--- config.mk ---
export PLATFORM = sky130hd
export DESIGN_NAME = core_mem_arbiter
export DESIGN_NICKNAME = d
export VERILOG_FILES = /design/src/rtl/core_mem_pkg.sv /design/src/rtl/core_mem_arbiter.sv
export SDC_FILE = /design/constraint.sdc
export NUM_CORES = 1
export LEC_CHECK = 0
export BUFFER_PORTS_ARGS = -buffer_cell sky130_fd_sc_hd__clkbuf_2
export CORE_AREA = 2 2 108 110
export CTS_CLUSTER_SIZE = 24
export DETAILED_ROUTE_END_ITERATION = 12
export DIE_AREA = 0 0 110 112
export PLACE_DENSITY = 0.76
export SYNTH_ARGS = -nofsm -noshare
export SYNTH_HDL_FRONTEND = slang
export SYNTH_SLANG_ARGS = --single-unit
--- constraint.sdc ---
create_clock -name clk -period 1.95 [get_ports clk]
set_input_delay 0.195 -clock clk [delete_from_list [all_inputs] [get_ports clk]]
set_output_delay 0.195 -clock clk [all_outputs]
set_load 0.02 [all_outputs]
--- src/rtl/core_mem_pkg.sv ---
// ---------------------------------------------------------------------------
// core_mem_pkg
//
// Shared types for the core's memory arbiter: the arbiter FSM state, the
// owner of the single outstanding bus transaction, the request bundle that
// is held on the bus, and the default widths used by the datapath.
// ---------------------------------------------------------------------------
package core_mem_pkg;

    // Default bus geometry of the core.
    localparam int MEM_ADDR_W = 32;
    localparam int MEM_DATA_W = 32;
    localparam int MEM_STRB_W = MEM_DATA_W / 8;

    // Starvation counter width; large enough for the widest bound (15).
    localparam int STARVE_W = 4;

    // Arbiter FSM states.
    typedef enum logic [1:0] {
        ST_IDLE = 2'd0,   // no transaction held
        ST_REQ  = 2'd1,   // request presented, waiting for bus acceptance
        ST_RSP  = 2'd2    // request accepted, waiting for bus response
    } mem_arb_state_t;

    // Which pipeline port owns the outstanding transaction.
    typedef enum logic {
        OWN_IF = 1'b0,
        OWN_LS = 1'b1
    } mem_owner_t;

    // Request bundle as presented on the unified memory bus.
    typedef struct packed {
        logic [MEM_ADDR_W-1:0] addr;
        logic                  we;
        logic [MEM_DATA_W-1:0] wdata;
        logic [MEM_STRB_W-1:0] wstrb;
    } mem_req_t;

endpackage

--- src/rtl/core_mem_arbiter.sv ---
// ---------------------------------------------------------------------------
// core_mem_arbiter
//
// Merges the instruction-fetch port and the load/store port onto the core's
// single memory bus. One transaction is outstanding at a time. Data accesses
// win by default; after STARVE_MAX consecutive data grants taken while a
// fetch was waiting, the fetch is granted. A redirect (if_flush) while a
// fetch is in flight lets the bus transaction finish but swallows its
// response.
//
// Ports
//   clk, rst            clock, synchronous active-high reset
//   if_req_*            fetch request (valid/ready handshake, address)
//   if_flush            redirect: discard the outstanding fetch response
//   if_rsp_valid/data   fetch response
//   ls_req_*            load/store request (valid/ready, addr, we, wdata, wstrb)
//   ls_rsp_valid/rdata  load data or store acknowledge
//   mem_req_*           registered bus request (valid/ready handshake)
//   mem_rsp_valid/rdata bus response
// ---------------------------------------------------------------------------
module core_mem_arbiter
    import core_mem_pkg::*;
#(
    parameter int ADDR_W     = MEM_ADDR_W,
    parameter int DATA_W     = MEM_DATA_W,
    parameter int STARVE_MAX = 4
) (
    input  logic                clk,
    input  logic                rst,

    input  logic                if_req_valid,
    output logic                if_req_ready,
    input  logic [ADDR_W-1:0]   if_req_addr,
    input  logic                if_flush,
    output logic                if_rsp_valid,
    output logic [DATA_W-1:0]   if_rsp_data,

    input  logic                ls_req_valid,
    output logic                ls_req_ready,
    input  logic [ADDR_W-1:0]   ls_req_addr,
    input  logic                ls_req_we,
    input  logic [DATA_W-1:0]   ls_req_wdata,
    input  logic [DATA_W/8-1:0] ls_req_wstrb,
    output logic                ls_rsp_valid,
    output logic [DATA_W-1:0]   ls_rsp_rdata,

    output logic                mem_req_valid,
    input  logic                mem_req_ready,
    output logic [ADDR_W-1:0]   mem_req_addr,
    output logic                mem_req_we,
    output logic [DATA_W-1:0]   mem_req_wdata,
    output logic [DATA_W/8-1:0] mem_req_wstrb,
    input  logic                mem_rsp_valid,
    input  logic [DATA_W-1:0]   mem_rsp_rdata
);

    localparam int STRB_W = DATA_W / 8;
    localparam logic [STARVE_W-1:0] STARVE_LIM = STARVE_W'(STARVE_MAX);

    // Saturating increment of the starvation counter at STARVE_LIM.
    function automatic logic [STARVE_W-1:0] starve_sat_inc(input logic [STARVE_W-1:0] v);
        if (v >= STARVE_LIM) begin
            return STARVE_LIM;
        end
        return v + 1'b1;
    endfunction

    mem_arb_state_t      state_q;
    mem_arb_state_t      state_d;
    mem_owner_t          owner_q;
    logic                drop_q;
    logic [STARVE_W-1:0] starve_q;

    logic [ADDR_W-1:0]   addr_q;
    logic                we_q;
    logic [DATA_W-1:0]   wdata_q;
    logic [STRB_W-1:0]   wstrb_q;

    logic                grant_if;
    logic                grant_ls;
    logic                rsp_fire;

    // -----------------------------------------------------------------------
    // Next-state, grant and output decode
    // -----------------------------------------------------------------------
    always_comb begin
        state_d       = state_q;
        grant_if      = 1'b0;
        grant_ls      = 1'b0;
        rsp_fire      = 1'b0;
        if_req_ready  = 1'b0;
        ls_req_ready  = 1'b0;
        if_rsp_valid  = 1'b0;
        if_rsp_data   = '0;
        ls_rsp_valid  = 1'b0;
        ls_rsp_rdata  = '0;
        mem_req_valid = 1'b0;

        // Grants are only decided in IDLE and never while reset is held, so
        // neither requester sees a ready during reset.
        if (!rst && state_q == ST_IDLE) begin
            if (if_req_valid && (!ls_req_valid || starve_q == STARVE_LIM)) begin
                grant_if = 1'b1;
            end else if (ls_req_valid) begin
                grant_ls = 1'b1;
            end
        end

        case (state_q)
            ST_IDLE: begin
                if (grant_if || grant_ls) begin
                    state_d = ST_REQ;
                end
            end
            ST_REQ: begin
                mem_req_valid = 1'b1;
                if (mem_req_ready) begin
                    state_d = ST_RSP;
                end
            end
            ST_RSP: begin
                // A bus response is only meaningful here; outside RSP it is ignored.
                rsp_fire = mem_rsp_valid && !rst;
                if (mem_rsp_valid) begin
                    state_d = ST_IDLE;
                end
                if (owner_q == OWN_IF) begin
                    if_rsp_data = mem_rsp_rdata;
                end else begin
                    ls_rsp_rdata = mem_rsp_rdata;
                end
            end
            default: begin
                state_d = ST_IDLE;
            end
        endcase

        if_req_ready = grant_if;
        ls_req_ready = grant_ls;

        // A flush arriving in the very cycle the fetch data returns must also
        // swallow it, hence the direct if_flush term next to the drop flag.
        if_rsp_valid = rsp_fire && (owner_q == OWN_IF) && !drop_q && !if_flush;
        ls_rsp_valid = rsp_fire && (owner_q == OWN_LS);
    end

    assign mem_req_addr  = addr_q;
    assign mem_req_we    = we_q;
    assign mem_req_wdata = wdata_q;
    assign mem_req_wstrb = wstrb_q;

    // -----------------------------------------------------------------------
    // State, owner, drop flag, starvation counter and held request
    // -----------------------------------------------------------------------
    always_ff @(posedge clk) begin
        if (rst) begin
            state_q  <= ST_IDLE;
            owner_q  <= OWN_IF;
            drop_q   <= 1'b0;
            starve_q <= '0;
            addr_q   <= '0;
            we_q     <= 1'b0;
            wdata_q  <= '0;
            wstrb_q  <= '0;
        end else begin
            state_q <= state_d;

            if (grant_if) begin
                // Fetches are always reads with no byte lanes enabled.
                owner_q  <= OWN_IF;
                addr_q   <= if_req_addr;
                we_q     <= 1'b0;
                wdata_q  <= '0;
                wstrb_q  <= '0;
                starve_q <= '0;
            end else if (grant_ls) begin
                owner_q  <= OWN_LS;
                addr_q   <= ls_req_addr;
                we_q     <= ls_req_we;
                wdata_q  <= ls_req_wdata;
                wstrb_q  <= ls_req_wstrb;
                // Only data grants taken over a waiting fetch count toward
                // starvation; a data grant with no fetch pending restarts it.
                starve_q <= if_req_valid ? starve_sat_inc(starve_q) : '0;
            end

            // The drop flag lives for exactly one transaction.
            if (state_d == ST_IDLE) begin
                drop_q <= 1'b0;
            end else if (if_flush && owner_q == OWN_IF && state_q != ST_IDLE) begin
                drop_q <= 1'b1;
            end
        end
    end

endmodule

* Word level (Yosys, flattened, before mapping)
Cells that the tools add are included.
Widths: inputs -> output; s select.
** Word-level totals
- Input port bits :: 140
- Flip-flop bits (word level) :: 77
- Output and inout port bits :: 138
** Cells by class
- Reduce and logical (&&, ||, !) cells :: 21
- Multiplexer cells :: 24
- Magnitude comparators :: 1
- $add $sub $neg :: 1
- Bitwise gates (word level) :: 1
- Equal/unequal tests :: 3
** Operators with widths (count)
- $mux 32 :: 6
- $mux 4 :: 3
- $mux 1 :: 11
- $logic_and 1x1->1 :: 9
- $mux 2 :: 3
- $pmux 2 s3 :: 1
- $add 4x1->4 const B :: 1
- $eq 4x3->1 const B :: 1
- $ge 4x3->1 const B :: 1
- $logic_not 1->1 :: 4
- $logic_not 2->1 :: 2
- $reduce_bool 2->1 :: 2
- $reduce_or 2->1 :: 2
- $eq 2x1->1 const B :: 1
- $eq 2x2->1 const B :: 1
- $logic_or 1x1->1 :: 2
- $not 1->1 :: 1

* Longest topological paths before layout
- Depth in word-level cells :: 10
- Depth in mapped cells :: 7
- Depth with buffers taken out :: 5

* Worst setup path before layout
Ideal clock, no wire load.
- Path type :: register to output
- Start point :: register state_q[1]
- End point :: output port ls_req_ready
- Arrival :: 1495 ps
- Cell stages (with the launch flop) :: 5
- Slack :: 260 ps
- Cells stage by stage :: dfxtp_1 -> or4b_1 -> buf_4 -> buf_2 -> nor2_1
** Between the ends
- Cells in the longest elaborated chain, start to end :: 3
** Ends and longest elaborated chain
- start, declared :: line core_mem_arbiter.sv:68 : mem_arb_state_t state_q;
- start signal, assigned :: line core_mem_arbiter.sv:166 : state_q <= state_d;
- $logic_not 2->1 :: line core_mem_arbiter.sv:101 : if (!rst && state_q == ST_IDLE) begin
- $logic_and 1x1->1 :: line core_mem_arbiter.sv:101
- $mux 1 :: line core_mem_arbiter.sv:101
- end, declared :: line core_mem_arbiter.sv:39 : output logic ls_req_ready,
No other way between the ends.

* Final worst setup path
- Start point :: register state_q[0]
- End point :: output port ls_req_ready
The elaborated chain is that of the path after synthesis.

==> impl_metrics.tcl <==
set metrics [dict create \
    ctsLongestPathBuffers 2 \
    cts_inserted_buffers 9 \
    post-route-period-util_pct 95.9 \
    track_usage_pct 21.0 \
    antenna_cells 0 \
    syn_area_sq_um 3920 \
    r2r-start "starve_q[0]" \
    drtIter0Drc 386 \
    drt_pre_antenna_iters 5 \
    p_leak_nw 2.94 \
    grt_pass1_vias 4137 \
    start_kind "flip-flop" \
    cts_root_buf "clkbuf_16" \
    clkPwrFrac_pct 36.0 \
    p_seq_share_pct 42.0 \
    p_per_area_nw_per_um2 728 \
    period_needed_ns 1.87 \
    synth-simple-area-share_pct 25.1 \
    ctsHoldBuffers 0 \
    hold_violations 0 \
    ioPinCount 278 \
    nFillCells 1107 \
    hold_class "input pin to flip-flop" \
    cpLargestDelayFamily "simple AND/OR/NAND/NOR gates" \
    p_total_mw 4.17 \
    ant_nets 0 \
    max_freq_mhz 535 \
    num_rows 39 \
    area_growth_pct 46.2 \
    yosysWarnings 0 \
    rrSetupSlack_ns 0.30 \
    swShare_pct 29.8 \
    fp.dieH_um 112 \
    max_slew_margin_pct 56.0 \
    critPathMaxFanout 11 \
    design_area_sq_um 5720 \
    post-dp-hpwl_um 9720 \
    min_path_cells 3 \
    grt_max_degree 41 \
    fin_cells 891 \
    synth_compound_area_share_pct 25.2 \
    ir_drop_uv 432 \
    syn-mean-instance-area_sq_um 8.04 \
    tightest_slew_ns 0.659 \
    synthesis.nets 629 \
    htreeDepth 3 \
    ff2ff_path_depth 6 \
    regArea_sq_um 1550 \
    portBuffers 277 \
    synth_cells 487 \
    yosys.area_share.adder_pct 0.639 \
    antenna_found_initial 0 \
    gp_congestion 0.823 \
    via_per_inst 5.15 \
    slowest_delay_ns 0.56 \
    drv_cap 0 \
    drv_slew 0 \
    cp_data_required_time_ns 1.75 \
    switchingPower_mw 1.24 \
    status "complete, no violations" \
    synth_top_family_by_area "compound AO/OA/AOI/OAI gates" \
    cp-end-kind "output pin" \
    vias 4588 \
    cts_sinks 77 \
    clk_pin_slew_ns 0.06 \
    finalSetupViolations 0 \
    whs_ns 0.0942 \
    power_frac_comb_pct 22.0 \
    synth_xor_area_share_pct 0 \
    cp_cell_sequence "or4b_4, buf_12, nor2_1, buf_4" \
    multi_input_area_sq_um 2010 \
    synth-seq-area-share_pct 39.4 \
    ys_seq_elements 77 \
    finClkSkew_ns 0.00456 \
    synthDistinctLibCells 38 \
    placed_area_sq_um 5360 \
    tns_ns 0 \
    p_int_mw 2.92 \
    grt_pass1_wl_um 20600 \
    insertion_delay_ns 0.33 \
    cp.arrival_ns 1.68 \
    cts_tree "done" \
    crit_path_top_delay_cell "or4b_4" \
    synthMuxAreaShare_pct 0 \
    nNetsFinal 886 \
    crit_buf_inv 2 \
    hold_start "if_req_addr[27]" \
    routed_wl_um 13500 \
    initial_core_util_pct 35.0 \
    gr-total-overflow 0 \
    routedWlPerCell_um 15.2 \
    drc 0 \
    r2r_end "mem_req_addr[15]" \
    design.core.area_sq_um 11200 \
    dpl.cell_count 869 \
    crit_type "flip-flop to output pin" \
    die_w_um 110 \
    die_area_sq_um 12300 \
    drive_above_1_share_pct 45.5 \
    hold_end "mem_req_addr[27]" \
]
-- what timing repair did --
item,in CTS,in global routing
resized for setup,5,5
setup buffers,0,6
gates cloned,0,1
endpoints found under the setup margin,41,48
pin swaps,0,2
-- worst register-to-register path: cells and delay by family (launching register included) --
family	cells	cell delay, ns
buf+inv	2	0.27
fa+ha+maj	1	0.22
simple gates	1	0.17
flops	1	0.34
compound gates	2	0.52
-- flip-flops by register name, summed over array words and instances, names as in the netlist --
signal and cells:
mem_req_addr 32, mem_req_wdata 32, mem_req_wstrb 4, starve_q 4
state_q 2, drop_q 1, mem_req_we 1, owner_q 1
-- kinds of logic (layout without fill, tap and decap cells) --
family,Yosys count,after routing
adders and majority gates,2,2
and+or+nand+nor,175,175
DFF,77,77
buffers and inverters,82,343
AOI/OAI and AO/OA,151,151
-- cells in the final DEF, fill, tap and decap left out, types with 2 or more instances in the layout --
| cell type | count |
|---|---|
| a311oi_1 | 4 |
| clkinv_2 | 4 |
| clkbuf_2 | 275 |
| o21ai_0 | 39 |
| ha_1 | 2 |
| nor3_1 | 19 |
| nor3_2 | 3 |
| nor2_1 | 5 |
| nand3_1 | 38 |
| a21oi_1 | 62 |
| or2_2 | 2 |
| inv_1 | 25 |
| and3_1 | 64 |
| nand2b_1 | 3 |
| dfxtp_1 | 75 |
| buf_12 | 2 |
| clkbuf_16 | 10 |
| a311oi_2 | 9 |
| a2111oi_0 | 18 |
| a211oi_1 | 12 |
| nand2_1 | 28 |
| buf_4 | 24 |
| a2111oi_1 | 3 |
-- metal layers --
metal	wire (um)	up-vias	share of wire [%]	track usage [%]
met1	5600	2100	41	25.4
met5	0	-	0	0
met4	253	0	1.9	8.02
met2	6740	186	50	36.3
met3	944	19	7.0	3.69
li1	-	2283	-	-
-- layout make-up --
| class | instances | area share (%) |
|---|---|---|
| clock buffer | 10 | 4.17 |
| inverter | 25 | 1.64 |
| multi-input combinational | 328 | 35.1 |
| tap | 143 | 3.13 |
| sequential | 77 | 27.0 |
| clock inverter | 5 | 0.481 |
| timing repair buffer | 303 | 28.4 |
-- worst max-delay path by stage --
| stage | from | end | cells after the start |
|---|---|---|---|
| 2_1_floorplan | state_q[1] | ls_req_ready | 4 |
| 3_3_place_gp | state_q[1] | ls_req_ready | 4 |
| 3_5_place_dp | starve_q[0] | mem_req_addr[25] | 6 |
| 4_1_cts | state_q[1] | if_req_ready | 4 |
| 5_1_grt | starve_q[0] | ls_req_ready | 6 |
| 6_report | state_q[0] | ls_req_ready | 4 |
-- cells in the mapped netlist --
| cell type | n | area [sq um] |
|---|---|---|
| dfxtp_1 | 77 | 1540 |
| and3_1 | 64 | 400 |
| a21oi_1 | 62 | 310 |
| o21ai_0 | 39 | 195 |
| nand3_1 | 38 | 190 |
| clkbuf_1 | 37 | 139 |
| nand2_1 | 28 | 105 |
| inv_1 | 25 | 93.8 |
| nor3_1 | 19 | 95.1 |
| a2111oi_0 | 18 | 158 |
| a211oi_1 | 12 | 90.1 |
| buf_2 | 10 | 50.1 |
| a311oi_2 | 9 | 135 |
| buf_6 | 6 | 67.6 |
| nor2_1 | 6 | 22.5 |
| a311oi_1 | 4 | 35.0 |
| a2111oi_1 | 3 | 30.0 |
| buf_4 | 3 | 22.5 |
| nand2b_1 | 3 | 18.8 |
| nor3_2 | 3 | 30.0 |
| ha_1 | 2 | 25.0 |
| nor2b_1 | 2 | 12.5 |
| or2_2 | 2 | 12.5 |
| a21o_4 | 1 | 15.0 |
| a21oi_2 | 1 | 8.76 |
| a31oi_1 | 1 | 6.26 |
| and2_0 | 1 | 6.26 |
| and4b_1 | 1 | 10.0 |
| buf_1 | 1 | 3.75 |
| nand3b_1 | 1 | 7.51 |
| nand4_1 | 1 | 6.26 |
| nand4b_1 | 1 | 8.76 |
| nor3b_1 | 1 | 7.51 |
| nor4b_1 | 1 | 8.76 |
| nor4b_4 | 1 | 23.8 |
| o21ai_1 | 1 | 5.00 |
| or3b_1 | 1 | 8.76 |
| or4b_1 | 1 | 10.0 |
-- through the flow --
step,setup WS [ns],util (%)
6_report,0.0798,51.2
5_1_grt,-0.000159,51.2
4_1_cts,0.0237,50.5
3_5_place_dp,0.301,48.0
3_3_place_gp,0.324,48.0
2_1_floorplan,0.260,-
-- power groups by stage --
stage / Combinational, mW / Sequential, mW / Clock, mW
final: 0.918 / 1.75 / 1.50
after global routing: 1.00 / 1.76 / 1.61
after global placement: 0.887 / 1.78 / 0
after CTS: 0.897 / 1.75 / 1.54
after detailed placement: 0.892 / 1.78 / 0
after floorplan: 0.407 / 1.90 / 0
Power figures use the tool's default switching activity.
